## src/rtl/instruction_fetch_unit.sv

```systemverilog
// Fetch stage: sequential PC generation, in-order imem reads, and a slot-reserved
// prefetch queue presenting {pc, instruction} to the pipeline over valid/ready.
module instruction_fetch_unit #(
  parameter int                    ADDR_WIDTH = 32,
  parameter int                    DATA_WIDTH = 32,
  parameter int                    QDEPTH     = 4,
  parameter logic [ADDR_WIDTH-1:0] RESET_PC   = '0
) (
  input  logic                  clock,
  input  logic                  reset_n,
  output logic                  imem_req_valid,
  input  logic                  imem_req_ready,
  output logic [ADDR_WIDTH-1:0] imem_req_addr,
  input  logic                  imem_resp_valid,
  input  logic [DATA_WIDTH-1:0] imem_resp_data,
  input  logic                  redirect_valid,
  input  logic [ADDR_WIDTH-1:0] redirect_pc,
  output logic                  instr_valid,
  input  logic                  instr_ready,
  output logic [DATA_WIDTH-1:0] instr_data,
  output logic [ADDR_WIDTH-1:0] instr_pc,
  output logic                  fetch_error
);

  localparam int CW = $clog2(QDEPTH + 1);
  localparam int PW = $clog2(QDEPTH);
  localparam logic [CW-1:0] FULL_CNT   = CW'(QDEPTH);
  localparam logic [CW:0]   CREDIT_MAX = (CW + 1)'(QDEPTH);

  logic [ADDR_WIDTH-1:0] pc_q, pc_d;
  logic [PW-1:0]         head_q, head_d, tail_q, tail_d, fill_idx;
  logic [CW-1:0]         count_q, count_d, out_q, out_d, drop_q, drop_d;
  logic                  err_q, err_d;
  logic [ADDR_WIDTH-1:0] slot_pc_q   [QDEPTH];
  logic [DATA_WIDTH-1:0] slot_data_q [QDEPTH];
  logic [CW:0]           credit;
  logic                  issue, pop, fill, drop_resp, spurious;

  // Reads in flight (live + stale) never exceed QDEPTH, so the counters cannot wrap.
  assign credit         = {1'b0, drop_q} + {1'b0, out_q};
  assign imem_req_valid = reset_n & ~redirect_valid & (count_q != FULL_CNT) & (credit < CREDIT_MAX);
  assign imem_req_addr  = pc_q;
  assign issue          = imem_req_valid & imem_req_ready;

  // Fills are in order, so filled slots form a prefix from the head of length count-out.
  assign instr_valid = (count_q != out_q) & ~redirect_valid;
  assign pop         = instr_valid & instr_ready;
  assign instr_data  = slot_data_q[head_q];
  assign instr_pc    = slot_pc_q[head_q];
  assign fetch_error = err_q;

  assign drop_resp = imem_resp_valid & (drop_q != '0);
  assign spurious  = imem_resp_valid & (drop_q == '0) & (out_q == '0);
  assign fill      = imem_resp_valid & (drop_q == '0) & (out_q != '0) & ~redirect_valid;
  assign fill_idx  = tail_q - out_q[PW-1:0];

  always_comb begin
    pc_d    = pc_q;
    head_d  = head_q;
    tail_d  = tail_q;
    count_d = count_q;
    out_d   = out_q;
    drop_d  = drop_q;
    err_d   = err_q | spurious;
    if (redirect_valid) begin
      pc_d    = redirect_pc;
      head_d  = '0;
      tail_d  = '0;
      count_d = '0;
      out_d   = '0;
      drop_d  = drop_q + out_q - CW'(imem_resp_valid & ~spurious);
    end else begin
      if (issue) begin
        pc_d   = pc_q + ADDR_WIDTH'(4);
        tail_d = tail_q + PW'(1);
      end
      if (pop) head_d = head_q + PW'(1);
      count_d = count_q + CW'(issue) - CW'(pop);
      out_d   = out_q + CW'(issue) - CW'(fill);
      drop_d  = drop_q - CW'(drop_resp);
    end
  end

  always_ff @(posedge clock or negedge reset_n) begin
    if (!reset_n) begin
      pc_q    <= RESET_PC;
      head_q  <= '0;
      tail_q  <= '0;
      count_q <= '0;
      out_q   <= '0;
      drop_q  <= '0;
      err_q   <= 1'b0;
    end else begin
      pc_q    <= pc_d;
      head_q  <= head_d;
      tail_q  <= tail_d;
      count_q <= count_d;
      out_q   <= out_d;
      drop_q  <= drop_d;
      err_q   <= err_d;
    end
  end

  always_ff @(posedge clock or negedge reset_n) begin
    if (!reset_n) begin
      for (int unsigned i = 0; i < QDEPTH; i++) begin
        slot_pc_q[i]   <= '0;
        slot_data_q[i] <= '0;
      end
    end else begin
      if (issue) slot_pc_q[tail_q] <= pc_q;
      if (fill) slot_data_q[fill_idx] <= imem_resp_data;
    end
  end

endmodule

```

## config.mk

```make
export PLATFORM = sky130hd
export DESIGN_NAME = instruction_fetch_unit
export DESIGN_NICKNAME = d
export VERILOG_FILES = /design/src/rtl/instruction_fetch_unit.sv
export SDC_FILE = /design/constraint.sdc
export NUM_CORES = 1
export LEC_CHECK = 0
export ABC_CLOCK_PERIOD_IN_PS = 3600
export CORE_MARGIN = 8
export CORE_UTILIZATION = 56
export DETAILED_ROUTE_END_ITERATION = 8
export HOLD_SLACK_MARGIN = 0.02
export PLACE_DENSITY = 0.9
export SLEW_MARGIN = 10
export SYNTH_ARGS = -nofsm -noshare
export SYNTH_HDL_FRONTEND = slang
export SYNTH_SLANG_ARGS = --single-unit
```

## constraint.sdc

```tcl
create_clock -name clock -period 3.6 [get_ports clock]
set_clock_uncertainty 0.05 [all_clocks]
set_input_delay 0.54 -clock clock [delete_from_list [all_inputs] [get_ports clock]]
set_output_delay 0.54 -clock clock [all_outputs]
set_load 0.05 [all_outputs]
```

After elaboration in Yosys (flattened, before gate mapping):

Index checks and enable logic that the tools add are counted.

* add/subtract/negate cells: 12
* order comparisons: 6
* equal/unequal tests: 2
* multiplexer cells: 21
* bitwise gates (word level): 18
* reductions and logical operators: 8

Operators by type and width (number)
* bitwise mux 128 bit: 2
* two-way mux 32 bit: 8
* binary-select mux 32 bit (select 2 bit): 2
* demux 32 bit (select 2 bit): 2
* adder 32 x 3 -> 32 bit (second input constant): 1
* AND 1 bit: 11
* greater-or-equal comparator 3 bit (second input constant): 3
* two-way mux 3 bit: 3
* inverter 2 -> 3 bit: 3
* subtractor 3 x 1 -> 3 bit: 3
* two-way mux 2 bit: 4
* adder 3 x 1 -> 3 bit: 2
* logical NOT 3 bit: 2
* < comparator 3 x 1 -> 1 bit (second input constant): 2
* nonzero test 3 bit: 2
* adder 2 x 1 -> 2 bit (second input constant): 2
* adder 3 x 3 -> 4 bit: 1
* < comparator 4 x 3 -> 1 bit (second input constant): 1
* nonzero test 2 bit: 2
* adder 3 bit: 1
* AND 1 x 3 -> 3 bit: 1
* != test 3 bit: 1
* != test 3 bit (second input constant): 1
* inverter 1 -> 3 bit: 1
* other kinds (5): 6

* register bits after elaboration: 302
* input bits: 70
* logic and storage cells: 82

Depth between registers and ports, before layout:

Gate-level depths: netlist (run 1).

* depth in word-level cells: 8
* gate-level depth with buffers: 17
* gate-level depth less buffers: 13

Worst setup path before layout (run 1):

OpenSTA, ideal clock, no wires.

* path type: reg-to-reg
* from: register out_q[1]
* to: register count_q[2]
* setup time: 132 ps
* arrival time: 3607 ps
* required time: 3418 ps
* slack: -189 ps
* stages on the path, launching flop included: 18
* buffers on the path: 4
* period minus slack after synthesis: 3789 ps
* cell sequence: dfrtp_1 > clkbuf_1 > inv_1 > ha_1 > and3_1 > nor4_4 > and2_1 > buf_6 > inv_4 > buf_6 > buf_6 > ha_1 > inv_1 > ha_1 > inv_1 > fa_1 > xnor2_1 > nor2_1

* cells in the longest elaborated chain, start to end: 7

Ends and longest elaborated chain
* start, declared: line 32 `logic [CW-1:0] count_q, count_d, out_q, out_d, drop_q, drop_d;`
* start signal, assigned: line 98 `out_q <= out_d;`
* adder 3 x 3 -> 4 bit: line 40 `assign credit = {1'b0, drop_q} + {1'b0, out_q};`
* < comparator 4 x 3 -> 1 bit: line 41 `assign imem_req_valid = reset_n & ~redirect_valid & (count_q != FULL_CNT) & (credit < CREDIT_MAX);`
* AND 1 bit: line 41
* via imem_req_valid: line 11 `output logic imem_req_valid,`
* AND 1 bit: line 43 `assign issue = imem_req_valid & imem_req_ready;`
* adder 3 x 1 -> 3 bit: line 78 `count_d = count_q + CW'(issue) - CW'(pop);`
* subtractor 3 x 1 -> 3 bit: line 78
* two-way mux 3 bit: line 65 `if (redirect_valid) begin`
* via count_d[2]: line 32
* end signal, assigned: line 97 `count_q <= count_d;`
* end, declared: line 32

The timed path passes the listed nets, and every way through them passes these cells.
A chain may end at the register's enable or synchronous reset.

Worst setup path after layout (run 1):

* from: register head_q[0]
* to: output instr_pc[24]

* cells in the longest elaborated chain, start to end: 4

Ends and longest elaborated chain
* start, declared: line 31 `logic [PW-1:0] head_q, head_d, tail_q, tail_d, fill_idx;`
* start signal, assigned: line 87 `head_q <= '0;`
* start signal, assigned: line 95 `head_q <= head_d;`
* inverter 2 -> 3 bit (not written as such): line 49 `assign instr_pc = slot_pc_q[head_q];`
* binary-select mux 32 bit (select 2 bit): line 49
* two-way mux 32 bit (not written as such) (2 in a row): line 49
* end, declared: line 21 `output logic [ADDR_WIDTH-1:0] instr_pc,`

Every way passes these cells. The select of a mux whose other input is x is not followed.

==> summary.txt, run 1 <==
Run status
  • Outcome: completed

Yosys
  • Post-synth EDFFs: 0
  • Mapped Cells: 953
  • Top_reg_cell synth: dfrtp_1
  • Cell area after synthesis: 13,900 um2
  • Synth warn: 0
  • Post-Syn Area per Cell: 14.6 um2
  • Post-Syn Nets: 1,043
  • Post-synthesis sequential area ratio: 54.3%
  • Synth unique cells: 48
  • Async S/R FF share, synth: 100%
  • Register bit total from synthesis: 302

Timing
  • Final period utilization: 95.4%
  • Final setup viols: 0
  • Worst-Margin Slew: 1.03 ns
  • F_max: 0.291 GHz
  • Post-route minimum period: 3.43 ns
  • Max_slew headroom: 31.3%
  • Worst hold slack: 0.450 ns
  • Final Hold Fails: 0
  • Worst Slack Setup Final: 0.167 ns
  • Slew Viols, Final: 0
  • Unrepaired setup endpoints after global routing: no

Cells and area
  • Post-Route Utilization: 70.0%
  • Area growth, synth to finish: 22.5%
  • NumNets Final: 1,196
  • Final std cells w/o fill: 1,455
  • Fillers: 1,563
  • Share of cells above drive strength 1: 37.3%

Detailed routing
  • WL/cell: 22.9 um
  • Via count: 8,913
  • DRC: 0
  • First-pass iteration count of the detailed router: 5
  • Initial DRC count: 746
  • WL final: 33.4 mm
  • Vias per Instance: 6.13
  • Antenna viol nets, final: 0

Worst setup path
  • CP Capture Type: output port
  • Crit path required time: 3.01 ns
  • WP data arrival: 2.84 ns
  • CP startpoint kind: flop
  • Max stage delay on crit path: 0.74 ns
  • Crit-path max FO: 16
  • Worst Path Class, Setup: reg2out
  • R2R setup slack: 0.40 ns
  • Slowest cell on the critical path: clkdlybuf4s50_1
  • Crit-path cells: buf_4 > mux4_2 > clkdlybuf4s50_1
  • R2r endpoint: out_q[1]
  • Reg2reg start: out_q[2]
  • Worst Reg-to-Reg Cells: 11

Global routing
  • Total GRT Usage: 21.9%
  • Number of global-route vias before repair: 9,737
  • Total grt overflow: 0
  • Antenna violations before repair: 1
  • Pin count of the biggest net entering global routing: 194
  • First-pass GRT wire length: 53.9 mm

Placed design
  • HPWL after detailed placement: 21.0 mm
  • Cell count after placement: 1,396
  • IO Port Bufs: 168
  • Global placement routability congestion: 0.789
  • Pre-CTS WS: 0.442 ns

Min path
  • Hold Path Sink: slot_pc_q[40]
  • Hold depth: 1
  • Hold path startpoint: slot_pc_q[40]
  • Hold Path Class: reg2reg

Power and ir drop
  • Pwr Density: 675 nW/um2
  • Leak: 7.83 nW
  • Max IR drop VDD: 0.567 mV

Die
  • Total die area: 30,200 um2
  • Row Count: 57
  • Die Span Y: 174 um
  • Core area: 24,400 um2
  • IO Count: 169
  • Die Span X: 174 um
  • Initial core utilization: 57.1%

Clocking
  • Post-CTS sizing: 0
  • Clock transition at path regs: 0.06 ns
  • Clock Latency Late Sink: 0.56 ns
  • Post-cts hold buffer count: 1
  • CTS tree: yes
  • # Post-CTS Setup Buffers: 0
  • Clk sinks: 302
  • TritonCTS Buffers: 31
  • Root Driver: clkbuf_16
  • Max Buffers Root-to-Sink: 3
  • H-Tree Depth: 1

Flow run
  • Max-Cap Viols: 0
routing by layer:
metal / vias to the layer above / track usage (%) / part of all wire [%]
met1: 4698 / 29.5 / 43
li1: 3844 / - / -
met5: - / 0 / 0
met2: 315 / 36.5 / 49
met3: 56 / 3.99 / 6.2
met4: 0 / 5.42 / 1.6
cells in the mapped netlist, drive strengths merged (2+ instances only):
cell	instances	area [um2]
o211ai	5	37.5
mux4	64	1440
a221o	8	80.1
nor3b	4	30.0
and2	5	31.3
o21ai	10	50.1
a21o	2	15.0
and4	2	17.5
nand3	26	130
xnor2	10	87.6
buf	42	204
nor3	5	25.0
xor2	7	61.3
nor2b	4	25.0
or4	7	52.6
a22oi	4	30.0
fa	3	60.1
or3	8	50.1
o21bai	5	37.5
a31oi	4	25.0
a21oi	8	40.0
inv	22	85.1
a311o	2	20.0
dfrtp	302	7560
nand4	13	81.3
ha	17	213
o311ai	5	43.8
nand2	34	128
nor4	6	58.8
and3	5	31.3
nor2	16	60.1
mux2	260	2930
clkbuf	29	110
cell usage in the layout (no fill, tap or decap), types with 6 or more instances in the layout:
cell type        netlist  routed
inv_1                 21      17
xnor2_1               10      10
or3_1                  8       8
buf_12                 0       6
a21oi_1                8       8
nand3_1               26      26
nand4_1               13      13
or4_1                  7       7
clkbuf_16              0      31
nand2_1               34      34
a221o_1                8       8
clkinv_2               0       9
ha_1                  17      12
o21ai_0               10      10
nor2_1                16      16
clkdlybuf4s50_1        0     165
buf_4                  0      17
mux2_2               260     260
xor2_1                 7       7
dfrtp_1              302     300
mux4_2                64      64
worst max-delay path by stage:
stage	startpoint	endpoint	slack [ns]	cells after the start
final	head_q[0]	instr_pc[24]	0.17	3
after detailed placement	drop_q[2]	out_q[1]	0.44	11
after CTS	head_q[0]	instr_pc[24]	0.12	3
after floorplan	drop_q[2]	out_q[1]	-0.09	14
after global placement	drop_q[2]	out_q[1]	0.54	11
after global routing	head_q[0]	instr_pc[25]	0.04	3
worst max-delay path, delay by kind of cell, from the launching register on:
family	cells	cell delay (ns)
multiplexers	1	0.56
buffers and inverters	2	1.08
flip-flops	1	0.66
power breakdown:
part	leakage (nW)	switching, W	internal, W
Sequential	4.08	0.000430	0.00387
Combinational	3.24	0.00229	0.00169
Clock	0.518	0.00133	0.00190
logic make-up after synthesis:
kind of cell | Yosys count | synth area share, %
and+or+nand+nor | 140 | 5.51
AOI/OAI and AO/OA | 56 | 2.91
DFF | 302 | 54.3
buffers and inverters | 93 | 2.87
xor gates and xnor gates | 17 | 1.07
muxes | 325 | 31.4
adders and majority gates | 20 | 1.96
metrics by stage:
step / instance area [um2] / total power, W / TNS (ns)
after floorplan: 14000 / 0.00697 / -0.270
after global placement: 16000 / 0.00823 / 0
after detailed placement: 16000 / 0.00833 / 0
after CTS: 17100 / 0.0116 / 0
after global routing: 17100 / 0.0120 / 0
final: 17100 / 0.0115 / 0
cell type report:
type / count / area, um2 / share of cell area, %
well taps: 324 / 405 / 2.38
multi-input cells: 558 / 6040 / 35.4
repair buffers: 191 / 1930 / 11.3
clock inverters: 17 / 178 / 1.04
flip-flops and latches: 302 / 7560 / 44.3
diodes: 1 / 2.50 / 0.0147
inverters: 22 / 85.1 / 0.499
clock buffers: 40 / 860 / 5.04
registers in the layout, summed over array words and instances, names as in the netlist:
signal / cells
head_q: 2
slot_pc_q: 128
count_q: 3
slot_data_q: 128
tail_q: 2
imem_req_addr: 32
fetch_error: 1
drop_q: 3
out_q: 3
Note: power is estimated with default switching activity, not from simulation.
==> run 2, diff against run 1 <==
--- a/config.mk
+++ b/config.mk
@@ -9,6 +9,7 @@
 export CORE_MARGIN = 8
 export CORE_UTILIZATION = 56
 export DETAILED_ROUTE_END_ITERATION = 8
+export GPL_ROUTABILITY_DRIVEN = 0
 export HOLD_SLACK_MARGIN = 0.02
 export PLACE_DENSITY = 0.9
 export SLEW_MARGIN = 10
==> results of run 2 <==
The final DEF is identical to that of run 1; final timing and power are the same.
